$ cat config.mk
export PLATFORM = sky130hd
export DESIGN_NAME = comb_edge_scheduler
export DESIGN_NICKNAME = d
export VERILOG_FILES = /design/src/rtl/comb_edge_scheduler.sv
export SDC_FILE = /design/constraint.sdc
export NUM_CORES = 1
export LEC_CHECK = 0
export CAP_MARGIN = 20
export CORE_MARGIN = 10
export CORE_UTILIZATION = 51
export CTS_BUF_LIST = sky130_fd_sc_hd__clkbuf_2 sky130_fd_sc_hd__clkbuf_4 sky130_fd_sc_hd__clkbuf_8
export CTS_CLUSTER_DIAMETER = 80
export DETAILED_ROUTE_END_ITERATION = 16
export GPL_ROUTABILITY_DRIVEN = 0
export PLACE_DENSITY = 0.89
export SYNTH_ARGS = -nofsm -noshare
export SYNTH_HDL_FRONTEND = slang
export SYNTH_SLANG_ARGS = --single-unit
export TNS_END_PERCENT = 10
$ cat constraint.sdc
create_clock -name clk -period 2.2 [get_ports clk]
set_input_delay 0.66 -clock clk [delete_from_list [all_inputs] [get_ports clk]]
set_output_delay 0.66 -clock clk [all_outputs]
set_load 0.005 [all_outputs]
$ cat src/rtl/comb_edge_scheduler.sv
`default_nettype none
// comb_edge_scheduler: clears the ADJ rows, then walks the COO edge list and
// issues one accumulate-write per edge direction, guarded by done_trans.
module comb_edge_scheduler #(
  parameter int COO_NUM_OF_COLS   = 6,
  parameter int COO_BW            = 3,
  parameter int FEATURE_ROWS      = 6,
  parameter int UNDIRECTED        = 1,
  parameter int FEATURE_WIDTH     = $clog2(FEATURE_ROWS),
  parameter int COO_ADDRESS_WIDTH = $clog2(COO_NUM_OF_COLS)
) (
  input  logic                         clk,
  input  logic                         reset,
  input  logic                         done_trans,
  input  logic [2*COO_BW-1:0]          coo_in,
  output logic [COO_ADDRESS_WIDTH-1:0] coo_address,
  output logic [FEATURE_WIDTH-1:0]     edge_src,
  output logic [FEATURE_WIDTH-1:0]     edge_dst,
  output logic                         swap_src_dst,
  output logic                         enable_write_adj,
  output logic                         clear_adj,
  output logic [FEATURE_WIDTH-1:0]     clear_row,
  output logic                         busy,
  output logic                         done_comb,
  output logic                         coo_err
);

  localparam logic [2:0] S_IDLE  = 3'd0;
  localparam logic [2:0] S_CLEAR = 3'd1;
  localparam logic [2:0] S_FETCH = 3'd2;
  localparam logic [2:0] S_FWD   = 3'd3;
  localparam logic [2:0] S_REV   = 3'd4;
  localparam logic [2:0] S_DONE  = 3'd5;

  localparam logic [COO_ADDRESS_WIDTH-1:0] C_LAST_COL = COO_ADDRESS_WIDTH'(COO_NUM_OF_COLS - 1);
  localparam logic [FEATURE_WIDTH-1:0]     C_LAST_ROW = FEATURE_WIDTH'(FEATURE_ROWS - 1);
  localparam logic [COO_BW:0]              C_ROWS     = (COO_BW + 1)'(FEATURE_ROWS);
  localparam logic [COO_BW-1:0]            C_ONE      = COO_BW'(1);

  logic [2:0]        state;
  logic [2:0]        next_state;
  logic [COO_BW-1:0] src_field;
  logic [COO_BW-1:0] dst_field;
  logic              fetch_ok;
  logic              last_col;
  logic              do_rev;
  logic [2:0]        after_edge;

  assign src_field  = coo_in[2*COO_BW-1:COO_BW];
  assign dst_field  = coo_in[COO_BW-1:0];
  // Fields are 1-indexed: 0 and anything beyond the node count are rejected.
  assign fetch_ok   = (src_field != '0) && ({1'b0, src_field} <= C_ROWS) &&
                      (dst_field != '0) && ({1'b0, dst_field} <= C_ROWS);
  assign last_col   = (coo_address == C_LAST_COL);
  assign do_rev     = (UNDIRECTED != 0) && (edge_src != edge_dst);
  assign after_edge = last_col ? S_DONE : S_FETCH;

  always_ff @(posedge clk or negedge reset) begin
    if (!reset) begin
      state <= S_IDLE;
    end else begin
      state <= next_state;
    end
  end

  always_comb begin
    next_state = state;
    case (state)
      S_IDLE:  if (done_trans) next_state = S_CLEAR;
      S_CLEAR: begin
        if (!done_trans)                 next_state = S_IDLE;
        else if (clear_row == C_LAST_ROW) next_state = S_FETCH;
      end
      S_FETCH: begin
        if (!done_trans)    next_state = S_IDLE;
        else if (!fetch_ok) next_state = after_edge;
        else                next_state = S_FWD;
      end
      S_FWD: begin
        if (!done_trans)  next_state = S_IDLE;
        else if (do_rev)  next_state = S_REV;
        else              next_state = after_edge;
      end
      S_REV: begin
        if (!done_trans) next_state = S_IDLE;
        else             next_state = after_edge;
      end
      S_DONE:  if (!done_trans) next_state = S_IDLE;
      default: next_state = S_IDLE;
    endcase
  end

  always_comb begin
    clear_adj        = 1'b0;
    enable_write_adj = 1'b0;
    swap_src_dst     = 1'b0;
    busy             = 1'b0;
    done_comb        = 1'b0;
    case (state)
      S_CLEAR: begin
        clear_adj = 1'b1;
        busy      = 1'b1;
      end
      S_FETCH: busy = 1'b1;
      S_FWD: begin
        enable_write_adj = 1'b1;
        busy             = 1'b1;
      end
      S_REV: begin
        enable_write_adj = 1'b1;
        swap_src_dst     = 1'b1;
        busy             = 1'b1;
      end
      S_DONE:  done_comb = 1'b1;
      default: ;
    endcase
  end

  always_ff @(posedge clk or negedge reset) begin
    if (!reset) begin
      coo_address <= '0;
      edge_src    <= '0;
      edge_dst    <= '0;
      clear_row   <= '0;
      coo_err     <= 1'b0;
    end else begin
      case (state)
        S_IDLE: begin
          if (done_trans) begin
            clear_row <= '0;
            coo_err   <= 1'b0;
          end
        end
        S_CLEAR: begin
          if (done_trans) begin
            if (clear_row == C_LAST_ROW) coo_address <= '0;
            else                         clear_row   <= clear_row + FEATURE_WIDTH'(1);
          end
        end
        S_FETCH: begin
          if (done_trans) begin
            edge_src <= FEATURE_WIDTH'(src_field - C_ONE);
            edge_dst <= FEATURE_WIDTH'(dst_field - C_ONE);
            if (!fetch_ok) begin
              coo_err <= 1'b1;
              if (!last_col) coo_address <= coo_address + COO_ADDRESS_WIDTH'(1);
            end
          end
        end
        S_FWD: begin
          if (done_trans && !do_rev && !last_col)
            coo_address <= coo_address + COO_ADDRESS_WIDTH'(1);
        end
        S_REV: begin
          if (done_trans && !last_col)
            coo_address <= coo_address + COO_ADDRESS_WIDTH'(1);
        end
        S_DONE: begin
          if (!done_trans) coo_address <= '0;
        end
        default: ;
      endcase
    end
  end

endmodule
`default_nettype wire

==> results.json, run 1 <==
{
  "status": "finished clean",
  "critPathMaxFanout": 7,
  "grt_use_met3": 0.0251,
  "drive_gt1_frac": 0.272,
  "yosysSeqAreaShare": 0.354,
  "row_count": 16,
  "setup_tns_ps": 0,
  "final_area_um2": 1720,
  "maxSlewViolCount": 0,
  "hold_path.class": "reg -> reg",
  "clock-sinks": 16,
  "gr-total-overflow": 0,
  "synth.avg_cell_area_um2": 8.62,
  "synthArstFlopShare": 1.00,
  "wirelength_um": 3540,
  "fp.dieH_um": 67.1,
  "worst_ep_arrival_time_ps": 2350,
  "syn_nets": 151,
  "die_w_um": 67.1,
  "ys_ff_latch": 16,
  "finalNetCount": 205,
  "grtUsageMet1": 0.162,
  "switching_share": 0.407,
  "start_util": 0.553,
  "p_switching_w": 0.000716,
  "initialDrtViolationCount": 83,
  "finalHoldViolCount": 0,
  "first_global_vias": 1168,
  "synth_area_leader_cell": "dfrtp_1",
  "hold_slack_ps": 540,
  "fmax_mhz": 461,
  "core_um2": 2040,
  "p_int_w": 0.00104,
  "insertion_delay_ps": 290,
  "seqPwrFrac": 0.297,
  "pin_count": 27,
  "required_ps": 2380,
  "ant_nets": 0,
  "antenna_found_initial": 0,
  "grtUsageMet2": 0.278,
  "grt_busiest_layer": "met2",
  "p_clk_frac": 0.113,
  "syn2layout_area_growth_pct": 52.0,
  "netlist_area_um2": 1130,
  "insertedDiodeCount": 0,
  "wl_per_cell_um": 16.8,
  "clock-root-buffer": "clkbuf_4",
  "tightest_slew_ps": 419,
  "yosys.area.top_type_share": 0.354,
  "dr.pass1.iters": 4,
  "die_area_um2": 4500,
  "grt_max_degree": 17,
  "start_kind": "flip-flop",
  "cts_tree": "done",
  "p_leak_nw": 0.883,
  "path_clk_slew_ps": 100,
  "hold_buffers": 0,
  "fin_skew_ps": 2.84,
  "n_fill_cell": 129,
  "routed_via_density": 5.67,
  "finalCriticalPeriod_ps": 2170,
  "synth.distinct_cells": 39,
  "synth.most_common_cell": "nand2_1",
  "powerDensity_nw_per_um2": 1020,
  "peakVddDrop_v": 0.000833,
  "htreeDepth": 1,
  "crit_type": "reg -> reg",
  "syn-instance-count": 131,
  "vias": 1197,
  "ys_top_cells_by_count": "nand2_1 (17), dfrtp_1 (16), ha_1 (11), inv_1 (11)",
  "hpwl_um": 2470,
  "ys_warn_count": 0,
  "grt_pass1_wl_um": 5350,
  "slew_headroom": 0.719,
  "cts.path.max_buffers": 2,
  "numPortBuffers": 26,
  "finalCritPeriodShare": 0.986,
  "cts_buffers": 3,
  "p_comb_frac": 0.590,
  "dpl_cell_area_um2": 1570,
  "setup_viol": 0,
  "synth_edf_count": 0,
  "drc": 0,
  "synth_top_cells_by_area": "dfrtp_1 (35%), ha_1 (12%), nand2_1 (5.6%), a21oi_1 (4.4%), o21ai_0 (4.4%)",
  "end_kind": "flip-flop",
  "ys.flop_type": "dfrtp_1",
  "track_usage": 0.150,
  "drv_cap": 0
}
kinds of logic (layout without fill, tap and decap cells):
group,count (synthesis),in the layout,share of synthesized area
xor gates and xnor gates,5,5,0.0388
buffers and inverters,15,68,0.0576
adders and majority gates,11,11,0.122
muxes,2,2,0.0199
AOI/OAI and AO/OA,33,33,0.188
and+or+nand+nor,49,49,0.219
DFF,16,16,0.354
worst max-delay path: stages (launching register included):
cell and delay [ps]:
dfrtp_1 410, buf_4 150, buf_4 120, buf_4 150, nand2b_1 160, nor3_1 240, o22ai_2 140, nor3_2 350
mux2_4 340
area by class of cell:
| type | instances | area, um^2 | share of cell area |
|---|---|---|---|
| Multi-Input combinational cell | 100 | 731 | 0.425 |
| Sequential cell | 16 | 403 | 0.235 |
| Clock buffer | 4 | 36.3 | 0.0211 |
| Inverter | 11 | 41.3 | 0.0240 |
| Tap cell | 27 | 33.8 | 0.0197 |
| Timing Repair Buffer | 53 | 473 | 0.275 |
metal layers:
metal  up-vias  wire (um)
li1        560          -
met5         -          0
met4         0        138
met2        59       1820
met3        16        239
met1       562       1340
path summary, 6_finish.rpt:
| path | start | to | slack, ps | cells after the start |
|---|---|---|---|---|
| max | state[2] | coo_address[1] | 30 | 8 |
| min | coo_err | coo_err | 540 | 2 |
| max reg2reg | state[2] | coo_address[1] | 30 | 8 |
| min reg2reg | coo_err | coo_err | 540 | 2 |
| max in group asynchronous | reset | state[0] | 1310 | 2 |
| min in group asynchronous | reset | state[2] | 690 | 2 |
what timing repair did:
action	CTS	global route
pin swaps	2	4
endpoints found under the setup margin	8	8
gates resized for setup	10	19
setup buffers	3	1
stage by stage:
stage / std cells / util / setup WS, ps / power [W]
after global routing: 211 / 0.841 / -17.8 / 0.00188
final: 211 / 0.841 / 31.7 / 0.00176
after floorplan: 131 / - / 169 / 0.000968
after detailed placement: 203 / 0.770 / -402 / 0.00146
after global placement: 203 / 0.770 / -272 / 0.00141
after CTS: 210 / 0.808 / -59.0 / 0.00169
flip-flops by register name (all words and copies together), names as in the netlist:
register and flops:
edge_src 3, state 3, clear_row 3, edge_dst 3, coo_err 1, coo_address 3
cells in the final DEF (no fill, tap or decap), types with 2 or more instances in the layout:
master           netlist  routed
xor2_1                 2       2
nand2_1               17      17
inv_2                  0       3
dfrtp_2                0       2
clkdlybuf4s50_1        0      16
nand3_1                3       3
clkbuf_4               0       3
inv_1                 11       8
a21oi_1               10      10
nand2b_1               4       3
nor3_1                 2       2
nor2_1                10       8
mux2_4                 0       2
buf_4                  2      27
dfrtp_1               16      14
ha_1                  11      11
dlygate4sd2_1          0       2
nor2_2                 0       2
nand3b_1               3       3
o21ai_0               10      10
dlymetal6s2s_1         0       7
xnor2_1                3       3
power groups by stage:
stage,Sequential [W],Combinational [W],Clock [W]
4_1_cts,0.000512,0.000970,0.000205
6_report,0.000524,0.00104,0.000199
3_3_place_gp,0.000508,0.000899,0
3_5_place_dp,0.000519,0.000936,0
2_1_floorplan,0.000503,0.000465,0
5_1_grt,0.000538,0.00113,0.000217
(Power assumes the default switching activity.)
==> inputs of run 2 (changes only) <==
CORE_ASPECT_RATIO = 1.2   (was not set)
==> run 2 against run 1 <==
  * The flow now finishes with violations (setup timing)
  * Wire length down 1.7%
  * Non-clock buffer count down 2
  * Total power up 1.2%
  * Clock power up 2%
  * Critical path type is now in -> reg
  * Largest power group unchanged
  * Highest routed layer unchanged
==> results.json, run 2 (synthesis gave the netlist of run 1 again) <==
{
  "final_common_cell": "buf_4",
  "dr.pass1.iters": 5,
  "crit_type": "in -> reg",
  "fmax_mhz": 450,
  "p_clk_frac": 0.114,
  "p_leak_nw": 0.810,
  "clock-root-buffer": "clkbuf_4",
  "final_cell_mix": "buf_4 (24), clkdlybuf4s50_1 (19), nand2_1 (17)",
  "p_int_w": 0.00107,
  "seqPwrFrac": 0.287,
  "hold_buffers": 0,
  "insertedDiodeCount": 0,
  "die_w_um": 63.0,
  "drive_gt1_frac": 0.258,
  "grt_max_degree": 17,
  "cts_buffers": 3,
  "drc": 0,
  "start_util": 0.539,
  "drv_cap": 0,
  "hpwl_um": 2600,
  "start_kind": "input pin",
  "path_clk_slew_ps": 100,
  "antenna_found_initial": 0,
  "end_kind": "flip-flop",
  "maxSlewViolCount": 0,
  "fp.dieH_um": 71.6,
  "tightest_slew_ps": 336,
  "finalNetCount": 203,
  "cts.path.max_buffers": 2,
  "required_ps": 2390,
  "rsz0062_at_grt": "yes",
  "finalCriticalPeriod_ps": 2220,
  "track_usage": 0.159,
  "setup_viol": 2,
  "first_global_vias": 1314,
  "wirelength_um": 3480,
  "p_switching_w": 0.000709,
  "violations": "setup timing",
  "pin_count": 27,
  "finalCritPeriodShare": 1.01,
  "syn2layout_area_growth_pct": 46.8,
  "fin_skew_ps": 1.53,
  "slew_headroom": 0.775,
  "p_comb_frac": 0.599,
  "peakVddDrop_v": 0.000894,
  "worst_ep_arrival_time_ps": 2420,
  "ant_nets": 0,
  "cts_tree": "done",
  "instances_no_fill": 212,
  "numPortBuffers": 26,
  "vias": 1175,
  "core_um2": 2090,
  "insertion_delay_ps": 300,
  "gr-total-overflow": 0,
  "regToRegStartpoint": "coo_address[0]",
  "htreeDepth": 1,
  "grt_pass1_wl_um": 5970,
  "setup_tns_ps": -46.3,
  "finalHoldViolCount": 0,
  "fin_ws_ps": -24.1,
  "row_count": 18,
  "die_area_um2": 4510,
  "initialDrtViolationCount": 58,
  "status": "finished with violations",
  "clock-sinks": 16,
  "dp.cells": 201,
  "wl_per_cell_um": 16.4,
  "switching_share": 0.398,
  "powerDensity_nw_per_um2": 1070,
  "critPathMaxFanout": 3,
  "startpoint": "coo_in[0]",
  "hp-start": "coo_err",
  "routed_via_density": 5.54,
  "hold_path.class": "reg -> reg"
}
==> run 2: critical path, cell delays in order <==
cell,delay [ps]
clkdlybuf4s50_1,480
inv_1,80
ha_1,200
nand3b_1,170
o2111ai_2,120
nor4_2,80
nor3_2,300
mux2_4,330
==> run 2: area by class of cell <==
class | instances | area [um^2]
multi-input cells | 100 | 698
clock buffers | 4 | 36.3
well taps | 30 | 37.5
inverters | 11 | 41.3
fillers | 142 | 435
repair buffers | 51 | 444
flip-flops and latches | 16 | 402
==> run 2: power groups by stage <==
| stage | combinational [W] | clock (W) | sequential (W) |
|---|---|---|---|
| CTS | 0.00102 | 0.000203 | 0.000511 |
| finish | 0.00107 | 0.000203 | 0.000511 |
| global placement | 0.000901 | 0 | 0.000509 |
| detailed placement | 0.000956 | 0 | 0.000517 |
| global route | 0.00116 | 0.000219 | 0.000527 |
| floorplan | 0.000465 | 0 | 0.000503 |
==> run 2: worst paths after layout <==
check / to / slack (ps) / cells after the start
worst min-delay path: coo_err / 550 / 2
min in group asynchronous: clear_row[2] / 680 / 2
worst min register to register: coo_err / 550 / 2
worst max-delay path: coo_address[0] / -20 / 8
max in group asynchronous: state[1] / 1320 / 2
worst max register to register: coo_address[0] / 240 / 6
==> run 2: what timing repair did <==
item / CTS / global route
gates resized for setup: 14 / 12
pin swaps: 1 / 3
setup endpoints to repair: 8 / 8
setup buffers: 5 / 2
==> run 2: routing by layer <==
layer / up-vias / GRT usage / part of all wire
met5: - / 0 / 0
met2: 58 / 0.308 / 0.53
met3: 14 / 0.0327 / 0.068
met1: 547 / 0.149 / 0.37
li1: 556 / - / -
met4: 0 / 0.0896 / 0.034
==> run 2: stage by stage <==
step	util	setup WS (ps)	hold slack (ps)	cell area [um^2]	total power (W)
2_1_floorplan	-	169	364	1130	0.000968
3_3_place_gp	0.735	-276	500	1540	0.00141
3_5_place_dp	0.735	-365	520	1540	0.00147
4_1_cts	0.780	-46.1	542	1630	0.00173
5_1_grt	0.792	-106	581	1660	0.00191
6_report	0.792	-24.1	554	1660	0.00178
